$ cat src/rtl/axi4lite_reg_bank.sv
// axi4lite_reg_bank: parametrised AXI4-Lite slave exposing NUM_REGS memory-mapped registers.
// Registers are read/write (stored here) or read-only (sampled from reg_d), selected by RO_MASK.
// Optional build macro AXIL_REG_WR_PULSE_EN adds reg_wr_pulse, a one-cycle strobe per OKAY write.
module axi4lite_reg_bank #(
   parameter int                      ADDR_WIDTH = 32,
   parameter int                      DATA_WIDTH = 32,
   parameter int                      NUM_REGS   = 16,
   parameter logic [ADDR_WIDTH-1:0]   BASE_ADDR  = '0,
   parameter logic [NUM_REGS-1:0]     RO_MASK    = '0
) (
   input  logic                           clk,
   input  logic                           rst_n,
   input  logic                           awvalid,
   output logic                           awready,
   input  logic [ADDR_WIDTH-1:0]          awaddr,
   input  logic [2:0]                     awprot,
   input  logic                           wvalid,
   output logic                           wready,
   input  logic [DATA_WIDTH-1:0]          wdata,
   input  logic [DATA_WIDTH/8-1:0]        wstrb,
   output logic                           bvalid,
   input  logic                           bready,
   output logic [1:0]                     bresp,
   input  logic                           arvalid,
   output logic                           arready,
   input  logic [ADDR_WIDTH-1:0]          araddr,
   input  logic [2:0]                     arprot,
   output logic                           rvalid,
   input  logic                           rready,
   output logic [DATA_WIDTH-1:0]          rdata,
   output logic [1:0]                     rresp,
   output logic [NUM_REGS*DATA_WIDTH-1:0] reg_q,
   input  logic [NUM_REGS*DATA_WIDTH-1:0] reg_d
`ifdef AXIL_REG_WR_PULSE_EN
   ,
   output logic [NUM_REGS-1:0]            reg_wr_pulse
`endif
);

   localparam int STRB_W = DATA_WIDTH / 8;
   localparam int OFFS   = $clog2(STRB_W);
   localparam int IDX_W  = (NUM_REGS > 1) ? $clog2(NUM_REGS) : 1;

   localparam logic [1:0] RESP_OKAY   = 2'b00;
   localparam logic [1:0] RESP_SLVERR = 2'b10;

   typedef enum logic {W_IDLE, W_RESP} w_state_t;
   typedef enum logic {R_IDLE, R_DATA} r_state_t;

   w_state_t w_state, w_state_nxt;
   r_state_t r_state, r_state_nxt;

   logic [DATA_WIDTH-1:0] regs [NUM_REGS];

   logic                  aw_held, w_held, ar_held;
   logic [ADDR_WIDTH-1:0] aw_addr_q, ar_addr_q;
   logic [DATA_WIDTH-1:0] w_data_q;
   logic [STRB_W-1:0]     w_strb_q;
   logic                  w_commit, r_load;

   logic [ADDR_WIDTH-1:0] wr_word, rd_word;
   logic [IDX_W-1:0]      wr_idx, rd_idx;
   logic                  wr_bad, rd_bad, wr_err;
   logic [DATA_WIDTH-1:0] rd_data_nxt;
   logic [1:0]            rd_resp_nxt;

   // Protection bits carry no meaning for this bank.
   logic unused_prot;
   assign unused_prot = ^{awprot, arprot};

   // Address decode: word index relative to BASE_ADDR, low byte-offset bits dropped.
   assign wr_word = (aw_addr_q - BASE_ADDR) >> OFFS;
   assign rd_word = (ar_addr_q - BASE_ADDR) >> OFFS;
   assign wr_idx  = wr_word[IDX_W-1:0];
   assign rd_idx  = rd_word[IDX_W-1:0];
   assign wr_bad  = (aw_addr_q < BASE_ADDR) || (wr_word >= ADDR_WIDTH'(NUM_REGS));
   assign rd_bad  = (ar_addr_q < BASE_ADDR) || (rd_word >= ADDR_WIDTH'(NUM_REGS));
   assign wr_err  = wr_bad || RO_MASK[wr_idx];

   // Expose RW contents; RO slices are forced to zero.
   for (genvar i = 0; i < NUM_REGS; i++) begin : g_reg_q
      assign reg_q[i*DATA_WIDTH +: DATA_WIDTH] = RO_MASK[i] ? '0 : regs[i];
   end

   // State registers for both channel FSMs.
   always_ff @(posedge clk or negedge rst_n) begin
      if (!rst_n) begin
         w_state <= W_IDLE;
         r_state <= R_IDLE;
      end else begin
         w_state <= w_state_nxt;
         r_state <= r_state_nxt;
      end
   end

   // Write FSM: commit once both AW and W are held, then wait for bready.
   always_comb begin
      w_state_nxt = w_state;
      w_commit    = 1'b0;
      case (w_state)
         W_IDLE: begin
            if (aw_held && w_held) begin
               w_commit    = 1'b1;
               w_state_nxt = W_RESP;
            end
         end
         W_RESP: begin
            if (bready) w_state_nxt = W_IDLE;
         end
         default: w_state_nxt = W_IDLE;
      endcase
   end

   // Read FSM: load the response one edge after AR capture, then wait for rready.
   always_comb begin
      r_state_nxt = r_state;
      r_load      = 1'b0;
      case (r_state)
         R_IDLE: begin
            if (ar_held) begin
               r_load      = 1'b1;
               r_state_nxt = R_DATA;
            end
         end
         R_DATA: begin
            if (rready) r_state_nxt = R_IDLE;
         end
         default: r_state_nxt = R_IDLE;
      endcase
   end

   // Read data select: stored value, sampled status input, or zero on a bad address.
   always_comb begin
      rd_data_nxt = '0;
      rd_resp_nxt = RESP_OKAY;
      if (rd_bad) begin
         rd_resp_nxt = RESP_SLVERR;
      end else if (RO_MASK[rd_idx]) begin
         rd_data_nxt = reg_d[int'(rd_idx)*DATA_WIDTH +: DATA_WIDTH];
      end else begin
         rd_data_nxt = regs[rd_idx];
      end
   end

   // Write channel: independent AW/W capture, response hold until bready.
   always_ff @(posedge clk or negedge rst_n) begin
      if (!rst_n) begin
         awready   <= 1'b0;
         wready    <= 1'b0;
         aw_held   <= 1'b0;
         w_held    <= 1'b0;
         aw_addr_q <= '0;
         w_data_q  <= '0;
         w_strb_q  <= '0;
         bvalid    <= 1'b0;
         bresp     <= RESP_OKAY;
      end else if (w_state == W_IDLE) begin
         if (w_commit) begin
            aw_held <= 1'b0;
            w_held  <= 1'b0;
            bvalid  <= 1'b1;
            bresp   <= wr_err ? RESP_SLVERR : RESP_OKAY;
         end else begin
            if (awvalid && awready) begin
               aw_held   <= 1'b1;
               aw_addr_q <= awaddr;
               awready   <= 1'b0;
            end else if (!aw_held) begin
               awready <= 1'b1;
            end
            if (wvalid && wready) begin
               w_held   <= 1'b1;
               w_data_q <= wdata;
               w_strb_q <= wstrb;
               wready   <= 1'b0;
            end else if (!w_held) begin
               wready <= 1'b1;
            end
         end
      end else if (bready) begin
         bvalid  <= 1'b0;
         awready <= 1'b1;
         wready  <= 1'b1;
      end
   end

   // Register storage: byte-masked update on an error-free commit.
   always_ff @(posedge clk or negedge rst_n) begin
      if (!rst_n) begin
         for (int i = 0; i < NUM_REGS; i++) regs[i] <= '0;
      end else if (w_commit && !wr_err) begin
         for (int b = 0; b < STRB_W; b++) begin
            if (w_strb_q[b]) regs[wr_idx][8*b +: 8] <= w_data_q[8*b +: 8];
         end
      end
   end

   // Read channel: capture AR, register rdata/rresp, hold until rready.
   always_ff @(posedge clk or negedge rst_n) begin
      if (!rst_n) begin
         arready   <= 1'b0;
         ar_held   <= 1'b0;
         ar_addr_q <= '0;
         rvalid    <= 1'b0;
         rdata     <= '0;
         rresp     <= RESP_OKAY;
      end else if (r_state == R_IDLE) begin
         if (r_load) begin
            ar_held <= 1'b0;
            rvalid  <= 1'b1;
            rdata   <= rd_data_nxt;
            rresp   <= rd_resp_nxt;
         end else if (arvalid && arready) begin
            ar_held   <= 1'b1;
            ar_addr_q <= araddr;
            arready   <= 1'b0;
         end else begin
            arready <= 1'b1;
         end
      end else if (rready) begin
         rvalid  <= 1'b0;
         arready <= 1'b1;
      end
   end

`ifdef AXIL_REG_WR_PULSE_EN
   // One-cycle strobe for every OKAY commit, including all-zero strobes.
   always_ff @(posedge clk or negedge rst_n) begin
      if (!rst_n) begin
         reg_wr_pulse <= '0;
      end else begin
         reg_wr_pulse <= '0;
         if (w_commit && !wr_err) reg_wr_pulse[wr_idx] <= 1'b1;
      end
   end
`endif

endmodule
$ cat config.mk
export PLATFORM = sky130hd
export DESIGN_NAME = axi4lite_reg_bank
export DESIGN_NICKNAME = d
export VERILOG_FILES = /design/src/rtl/axi4lite_reg_bank.sv
export SDC_FILE = /design/constraint.sdc
export NUM_CORES = 1
export LEC_CHECK = 0
export BUFFER_PORTS_ARGS = -buffer_cell sky130_fd_sc_hd__buf_4
export CORE_AREA = 2 2 461 463
export CTS_CLUSTER_DIAMETER = 120
export CTS_CLUSTER_SIZE = 14
export DETAILED_ROUTE_END_ITERATION = 7
export DIE_AREA = 0 0 463 465
export PLACE_DENSITY = 0.3
export SLEW_MARGIN = 20
export SYNTH_ARGS = -nofsm -noshare
export SYNTH_HDL_FRONTEND = slang
export SYNTH_SLANG_ARGS = --single-unit
$ cat constraint.sdc
create_clock -name clk -period 2.3 [get_ports clk]
set_input_delay 0.345 -clock clk [delete_from_list [all_inputs] [get_ports clk]]
set_output_delay 0.345 -clock clk [all_outputs]
set_load 0.05 [all_outputs]
; After elaboration in Yosys (flattened, before gate mapping)
; Memory sizes are Yosys's and may differ from the RTL's.
; Cells that the tools add are included.
[totals]
regBits = 658
rom_bits = 32
inputBits = 625
wordCells = 146
n_memories = 2
[op_classes]
order_cmp = 9
eq_ne = 6
shift = 1
mux = 61
bitwise = 6
reduce_logical = 28
[mem_list]
columns = memory, words, width, rd, rd_clocked_by_memory_dff, wr, line_no
row1 = (name not given), 16, 1, 1, 0, 0, 138  ; end else if (RO_MASK[rd_idx]) begin
row2 = (name not given), 16, 1, 1, 0, 0, 78  ; assign wr_err = wr_bad || RO_MASK[wr_idx];
[ops]
columns = op, count
row1 = 512-bit two-way mux, 7
row2 = 512-bit bitwise mux, 4
row3 = 32-bit demux with 4-bit select, 4
row4 = 512-bit by 10-bit indexed part select with 32-bit output, 1
row5 = 32-bit two-way mux, 5
row6 = 32-bit binary-select mux with 4-bit select, 1
row7 = 32-bit by 1-bit less-than comparator with 1-bit output (second input constant), 2
row8 = 30-bit by 5-bit greater-or-equal comparator with 1-bit output (second input constant), 2
row9 = 1-bit two-way mux, 33
row10 = 24-bit two-way mux, 1
row11 = 16-bit two-way mux, 1
row12 = 2-bit AND reduction, 8
row13 = 3-bit AND reduction, 5
row14 = 5-bit greater-or-equal comparator (second input constant), 2
row15 = 4-bit by 5-bit less-than comparator with 1-bit output (second input constant), 2
row16 = 4-bit NOT with 5-bit output, 2
row17 = 2-bit nonzero test, 5
row18 = 8-bit two-way mux, 1
row19 = 2-bit inequality test (second input constant), 4
row20 = 1-bit logical AND, 6
row21 = 3-bit by 2-bit inequality test with 1-bit output (second input constant), 2
row22 = 5-bit by 1-bit less-than comparator with 1-bit output (second input constant), 1
row23 = 2-bit two-way mux, 2
row24 = 1-bit NOT, 4
row25 = other kinds (3), 6

; Depth between registers and ports, before layout
; Gate-level depths: netlist (run 1).
[logic_depth]
ltp_word = 16
depth_mapped = 8
mapped_depth_nobuf = 4

; Worst setup path before layout (run 1)
; Ideal clock, no wire load.
[synth_path]
kind = register to register
from = register w_state
to = register regs (netlist bit reg_q[160])
setup_ps = 125
arrival_time_ps = 1849
t_required_ps = 2175
path_slack_ps = 326
path_stages_with_launch = 7
period_less_slack_ps = 1974
path_cell_list = dfrtp_1 and3b_1 nand4_1 buf_2 buf_6 nor3_4 mux2_2
[synth_via]
elab_chain_cells = 2
[synth_lines]
columns = item, line_no
row1 = start: declaration, 50  ; w_state_t w_state, w_state_nxt;
row2 = start signal: assignment, 91  ; w_state <= w_state_nxt;
row3 = 1-bit two-way mux, 100  ; case (w_state)
row4 = 1-bit logical AND, 191  ; end else if (w_commit && !wr_err) begin
row5 = end signal: indexed assignment, 193  ; if (w_strb_q[b]) regs[wr_idx][8*b +: 8] <= w_data_q[8*b +: 8];
row6 = end: declaration, 53  ; logic [DATA_WIDTH-1:0] regs [NUM_REGS];
; No other way between the ends.
; A chain may end at the register's enable or synchronous reset.

; Worst setup path after layout (run 1)
[layout_path]
from = register aw_addr_q[28]
to = register regs (netlist bit reg_q[508])
[layout_via]
elab_chain_cells = 5
[layout_lines]
columns = item, line_no
row1 = start: declaration, 56  ; logic [ADDR_WIDTH-1:0] aw_addr_q, ar_addr_q;
row2 = start signal: assignment, 166  ; aw_addr_q <= awaddr;
row3 = 32-bit by 1-bit less-than comparator with 1-bit output / 30-bit by 5-bit greater-or-equal comparator with 1-bit output (equally long branches), 76  ; assign wr_bad = (aw_addr_q < BASE_ADDR) || (wr_word >= ADDR_WIDTH'(NUM_REGS));
row4 = 1-bit logical OR *, 76
row5 = 1-bit logical OR *, 78
row6 = 1-bit zero test *, 191
row7 = 1-bit logical AND *, 191
; Mark *: on every way between the ends. The rest lies on a longest branch, timed or not.

==> metrics.yaml, run 1 <==
status:
  status: "complete, but fails checks"
  failed_checks: "setup timing"
clock_network:
  clk_latency_ns: 0.73
  clock-root-buffer: "clkbuf_16"
  clock_sinks: 652
  cts_tree: "done"
  htree_levels: 2
  clock_path_buffers: 3
  numCtsBuffers: 57
  worst_setup_hold_path_clk_slew_ns: 0.07
logic_synthesis:
  yosysSeqAreaShare: 0.5508
  ys.flop_type: "dfrtp_1"
  synth_area_leaders: "dfrtp_1 (55%), mux2_2 (23%), mux2i_1 (8.5%), nor3_4 (2.9%), o22ai_1 (2.0%)"
  yosys_warnings: 0
  synth_top_cell_area_share: 0.5508
  synth_edf_count: 0
  netlist_instances: 2145
  async_flop_share: 1.000
  avgSynthCellArea_um2: 13.81
  netlist_area_um2: 29620
  yosys.area.top_type: "dfrtp_1"
  synth-seq-cells: 652
  yosysUniqueCellTypes: 38
routing:
  vias: 22250
  drtIter0Drc: 1182
  drtAntennaViolNets: 0
  dr.pass1.iters: 4
  drc: 0
  wl_per_cell_um: 28.34
  vias_per_cell: 3.786
  postRouteWirelength_mm: 166.5
timing:
  max_freq_mhz: 411.3
  min_period_over_period: 1.057
  slew_headroom: 0.3114
  final.setup.tns_ns: -10.37
  whs_ns: 0.09424
  worst_slack_ns: -0.1315
  drv_slew: 0
  worstMarginPinSlew_ns: 1.033
  final_hold_viol_count: 0
  finalSetupViolations: 271
  period_minus_slack_ns: 2.431
  rsz0062_at_grt: "true"
  fin_worst_skew_ns: 0.05303
worst_setup_path:
  slowest_stage: "dfrtp_1"
  path_max_fanout: 8
  r2r_start: "aw_addr_q[28]"
  cpPeakStageDelay_ns: 0.40
  required_ns: 2.87
  criticalPathCategory: "flop to flop"
  cp.arrival_ns: 3.01
  reg2reg_depth: 9
  cp_cell_sequence: "nor4_2 > buf_4 > nand4_1 > buf_6 > buf_12 > buf_12 > nor3_4 > buf_12 > mux2_2"
  timing.rr.end: "reg_q[508]"
  worstSetupStartpointType: "flop"
  rrSetupSlack_ns: -0.13
  path_common_cell: "buf_12"
  cp-end-kind: "flop"
finish:
  area_growth_pct: 51.47
  drive_above_1_share: 0.5372
  design_area_um2: 44870
  final_cells: 5875
  nets: 3658
  fillers: 22790
floorplan:
  initial_core_util: 0.1405
  io_pins: 1178
  dieArea_um2: 215300
  die_h_um: 465
  die_w_um: 463
  core_area_um2: 210800
  rows: 169
place:
  gp_congestion: 0.7462
  placed_area_um2: 40450
  hpwl_mm: 120.0
  port-buffer-count: 653
  dp_cells: 5686
hold_path:
  whs_path_depth: 3
  hold_class: "primary input to flop"
  min_from: "araddr[5]"
  holdPathEnd: "ar_addr_q[5]"
global_routing:
  grt_pass1_vias: 23900
  track_usage: 0.1508
  grt_pass1_wl_mm: 224.8
  antenna_found_initial: 13
  grt_max_degree: 79
  grt_overflow: 0
power:
  p_leak_nw: 21.48
  p_per_area_nw_per_um2: 781.1
  peakVddDrop_mv: 0.6386
flow_run:
  drv_cap: 0
## stage by stage
step / utilization / power (mW) / setup slack, ns
final: 0.2128 / 35.05 / -0.1315
after CTS: 0.2108 / 35.90 / -0.1541
after global routing: 0.2128 / 36.91 / -0.2424
after floorplan: - / 19.02 / 0.3264
after global placement: 0.1919 / 25.17 / -0.2491
after detailed placement: 0.1919 / 25.15 / -0.2720
## what timing repair did
action                                 4_1_cts  5_1_grt
resized for setup                          303      110
setup endpoints to repair                  509      513
pin swaps                                   64       10
buffers inserted                             5        0
endpoints found under the hold margin      224        0
hold buffers                               101        0
cloned                                       3        0
## logic make-up (layout without fill, tap and decap cells)
family,count (synthesis),count (layout),share of synthesized area
and+or+nand+nor,311,311,0.07303
AOI/OAI and AO/OA,173,173,0.03641
DFF,652,652,0.5508
buffers and inverters,147,1048,0.02226
other,1,9,0.0001266
muxes,861,861,0.3174
## placed cells by master, fill, tap and decap left out, drive strengths merged, types with 3 or more instances in the layout
cell type,n
buf,868
dfrtp,652
mux2,607
mux2i,252
nor3,127
nand2,102
dlygate4sd3,101
o22ai,96
clkbuf,61
nor2,39
o21ai,34
o31ai,32
nor4,13
inv,12
diode,7
a21oi,6
and4bb,6
nor4b,4
and4b,4
nand2b,4
nand4,3
and3,3
bufinv,3
clkinv,3
## power by group
part           switching [mW]  internal, mW  leakage [nW]  total (mW)
clock network            5.07          4.89         0.816        9.97
logic                    6.03          4.26          11.8        10.3
registers                2.41          12.4          8.87        14.8
## how the worst max path moves through the flow
stage	cells after the start	from	endpoint
6_report	9	aw_addr_q[28]	reg_q[508]
5_1_grt	10	aw_addr_q[23]	reg_q[92]
4_1_cts	9	aw_addr_q[31]	reg_q[273]
3_5_place_dp	8	aw_addr_q[22]	reg_q[74]
3_3_place_gp	8	aw_addr_q[28]	reg_q[78]
2_1_floorplan	6	w_state	reg_q[160]
## state kept, by name, indices dropped and copies added, names as in the netlist
signal,flops
ar_addr_q,30
ar_held,1
arready,1
aw_addr_q,30
aw_held,1
awready,1
bresp,1
bvalid,1
r_state,1
rdata,32
reg_q,512
rresp,1
rvalid,1
w_data_q,32
w_held,1
w_state,1
w_strb_q,4
wready,1
## Yosys cell counts (all sizes together) (13+ instances only)
library cell / n
buf: 80
mux2i: 252
o21ai: 34
mux2: 607
dfrtp: 652
clkbuf: 61
nor4: 13
nor3: 127
nand2: 102
o22ai: 96
nor2: 39
o31ai: 32
## layout make-up
class                   instances  area (um^2)  area share
flip-flops and latches        652        16320      0.3637
multi-input cells            1347        14270      0.3180
repair buffers                969         9051      0.2017
well taps                    2821         3530     0.07866
clock buffers                  61         1463     0.03260
clock inverters                12        200.2    0.004461
inverters                       6        23.77   0.0005298
diodes                          7        17.52   0.0003904
## worst max-delay path: cells and delay by family (launching register included)
| family | cells | cell delay [ns] |
|---|---|---|
| DFF | 1 | 0.40 |
| muxes | 1 | 0.36 |
| buffers and inverters | 5 | 0.89 |
| and+or+nand+nor | 3 | 0.59 |
## per-layer routing
metal	share of wire	track usage
met5	0.00017	0
met2	0.42	0.2222
met3	0.087	0.06019
met1	0.48	0.2095
met4	0.015	0.02248
(Power assumes the default switching activity.)
==> run 2, diff against run 1 <==
--- a/config.mk
+++ b/config.mk
@@ -5,7 +5,7 @@
 export SDC_FILE = /design/constraint.sdc
 export NUM_CORES = 1
 export LEC_CHECK = 0
-export BUFFER_PORTS_ARGS = -buffer_cell sky130_fd_sc_hd__buf_4
+export BUFFER_PORTS_ARGS = -buffer_cell sky130_fd_sc_hd__buf_2
 export CORE_AREA = 2 2 461 463
 export CTS_CLUSTER_DIAMETER = 120
 export CTS_CLUSTER_SIZE = 14
==> run 2 against run 1 <==
Net effect:
- the run still ends with setup timing left
- worst hold slack better by 0.067 ns
- global-route usage shrank 0.48 points
- setup slack improved by 0.025 ns
- design area shrank 5.2%
- clock skew shrank 0.027 ns
- die area stayed put
- largest cell class unchanged
- power fell by 2.4%
==> metrics.yaml, run 2 (same netlist as run 1, synthesis figures left out) <==
worst_setup_path:
  slowest_stage: "dfrtp_1"
  r2r_start: "aw_addr_q[28]"
  worstSetupStartpointType: "flop"
  required_ns: 2.88  # about the same
  path_buf_inv: 5  # unchanged
  cpPeakStageDelay_ns: 0.41  # about the same
  criticalPathCategory: "flop to flop"
  reg2reg_depth: 9  # unchanged
  cp_cell_sequence: "nor4_4 > buf_4 > nand4_1 > buf_6 > buf_12 > buf_6 > nor3_4 > buf_12 > mux2_2"
  timing.rr.end: "reg_q[282]"
  cp-end-kind: "flop"
  cp.arrival_ns: 2.99  # -0.02 ns
  critPathTopFamily: "buffers and inverters"
  rrSetupSlack_ns: -0.11  # +0.03 ns
  path_max_fanout: 8  # unchanged
power:
  p_per_area_nw_per_um2: 804.2  # +3.0%
  p_leak_nw: 21.23  # -1.2%
  peakVddDrop_mv: 0.7206  # +13%
clock_network:
  clock-root-buffer: "clkbuf_16"
  worst_setup_hold_path_clk_slew_ns: 0.08  # about the same
  cts_tree: "done"
  clock_path_buffers: 3  # unchanged
  numCtsBuffers: 55  # -3.5%
  htree_levels: 2  # unchanged
  clk_latency_ns: 0.69  # -0.04 ns
  clock_sinks: 652  # unchanged
floorplan:
  dieArea_um2: 215300  # unchanged
  rows: 169  # unchanged
  core_area_um2: 210800  # unchanged
  initial_core_util: 0.1405  # unchanged
  die_w_um: 463  # unchanged
  die_h_um: 465  # unchanged
  io_pins: 1178  # unchanged
finish:
  nets: 3648  # -0.27%
  final_cell_mix: "buf_2 (652), dfrtp_1 (651), mux2_2 (375)"
  fillers: 22990  # +0.88%
  area_growth_pct: 43.59
  largest_register_ffs: 512  # unchanged
  final_common_cell: "buf_2"
  drive_above_1_share: 0.5353  # -0.001983
  seq_area_um2: 16320  # unchanged
  design_area_um2: 42540  # -5.2%
  multi_input_area_um2: 13720  # -3.8%
flow_run:
  drv_cap: 0  # unchanged
place:
  pre_cts_slack_ns: -0.4287  # -0.1568 ns
  hpwl_mm: 117.7  # -1.9%
  placed_area_um2: 38810  # -4.1%
  gp_congestion: 0.7534  # +0.96%
  port-buffer-count: 653  # unchanged
timing:
  worst_slack_ns: -0.1060  # +0.02548 ns
  period_minus_slack_ns: 2.406  # -0.02548 ns
  drv_slew: 0  # unchanged
  rsz0062_at_grt: "true"
  finalSetupViolations: 368  # +36%
  fin_worst_skew_ns: 0.02593  # -0.02711 ns
  final_hold_viol_count: 0  # unchanged
  max_freq_mhz: 415.6  # +1.1%
  slew_headroom: 0.3052  # -0.006242
  worstMarginPinSlew_ns: 1.042  # +0.009363 ns
  min_period_over_period: 1.046  # -0.01108
hold_path:
  hold_class: "primary input to async pin"
global_routing:
  grt_overflow: 0  # unchanged
  grt_pass1_vias: 23570  # -1.4%
  grt_max_degree: 76  # -3.8%
  grt_pass1_wl_mm: 217.3  # -3.3%
  track_usage: 0.1460  # -0.004818
  antenna_found_initial: 18  # +5
routing:
  wl_per_cell_um: 27.48  # -3.0%
  vias_per_cell: 3.715  # -1.9%
  drtIter0Drc: 1165  # -1.4%
  drtAntennaViolNets: 0  # unchanged
  drc: 0  # unchanged
  postRouteWirelength_mm: 161.0  # -3.3%
  vias: 21780  # -2.1%
  dr.pass1.iters: 4  # unchanged
status:
  failed_checks: "setup timing"
  status: "complete, but fails checks"
==> run 2: timing repair <==
item | 4_1_cts | 5_1_grt
hold buffers | 101 | 0
pin swaps | 60 | 17
gates resized for setup | 165 | 104
endpoints found under the hold margin | 310 | 0
endpoints found under the setup margin | 512 | 512
buffers inserted | 4 | 2
cloned | 2 | 1
==> run 2: metal layers <==
layer  global-route usage  routed length [um]
met1               0.1985               75690
met2               0.2160               67700
met3              0.06087               14940
met4              0.02689                2675
met5                    0                  39
==> run 2: report_power, final <==
group / leakage (nW) / switching, mW / internal [mW]
Clock: 0.753 / 4.91 / 4.47
Sequential: 8.87 / 2.39 / 12.4
Combinational: 11.6 / 5.85 / 4.20
==> run 2: worst reg2reg max path, stage by stage (launching register included) <==
cell and delay [ns]:
dfrtp_1 0.41, nor4_4 0.32, buf_4 0.17, nand4_1 0.10, buf_6 0.15, buf_12 0.14
buf_6 0.20, nor3_4 0.21, buf_12 0.24, mux2_2 0.38
==> run 2: cell type report <==
class | instances | share of cell area
inverters | 6 | 0.0005589
multi-input cells | 1347 | 0.3225
repair buffers | 961 | 0.1740
clock inverters | 7 | 0.001853
flip-flops and latches | 652 | 0.3837
well taps | 2821 | 0.08298
clock buffers | 61 | 0.03412
diodes | 6 | 0.0003530
==> run 2: stage by stage <==
stage          hold WS, ns  setup TNS (ns)  total power [mW]  std cells  utilization
2_1_floorplan      0.04941               0             19.02       2146            -
4_1_cts             0.1083          -59.61             34.97       5853       0.1996
3_3_place_gp        0.2932         -112.33             25.01       5678       0.1841
3_5_place_dp        0.2960         -153.76             24.97       5678       0.1841
6_report            0.1609          -15.28             34.21       5861       0.2018
5_1_grt             0.1399          -55.02             36.08       5856       0.2017
==> run 2: worst max-delay path by stage <==
stage               cells after the start           from          to
finish                                  9  aw_addr_q[28]  reg_q[282]
global placement                        8  aw_addr_q[28]  reg_q[485]
detailed placement                      8  aw_addr_q[28]  reg_q[493]
global route                            9  aw_addr_q[30]  reg_q[493]
floorplan                               6        w_state  reg_q[160]
CTS                                     9  aw_addr_q[27]  reg_q[497]
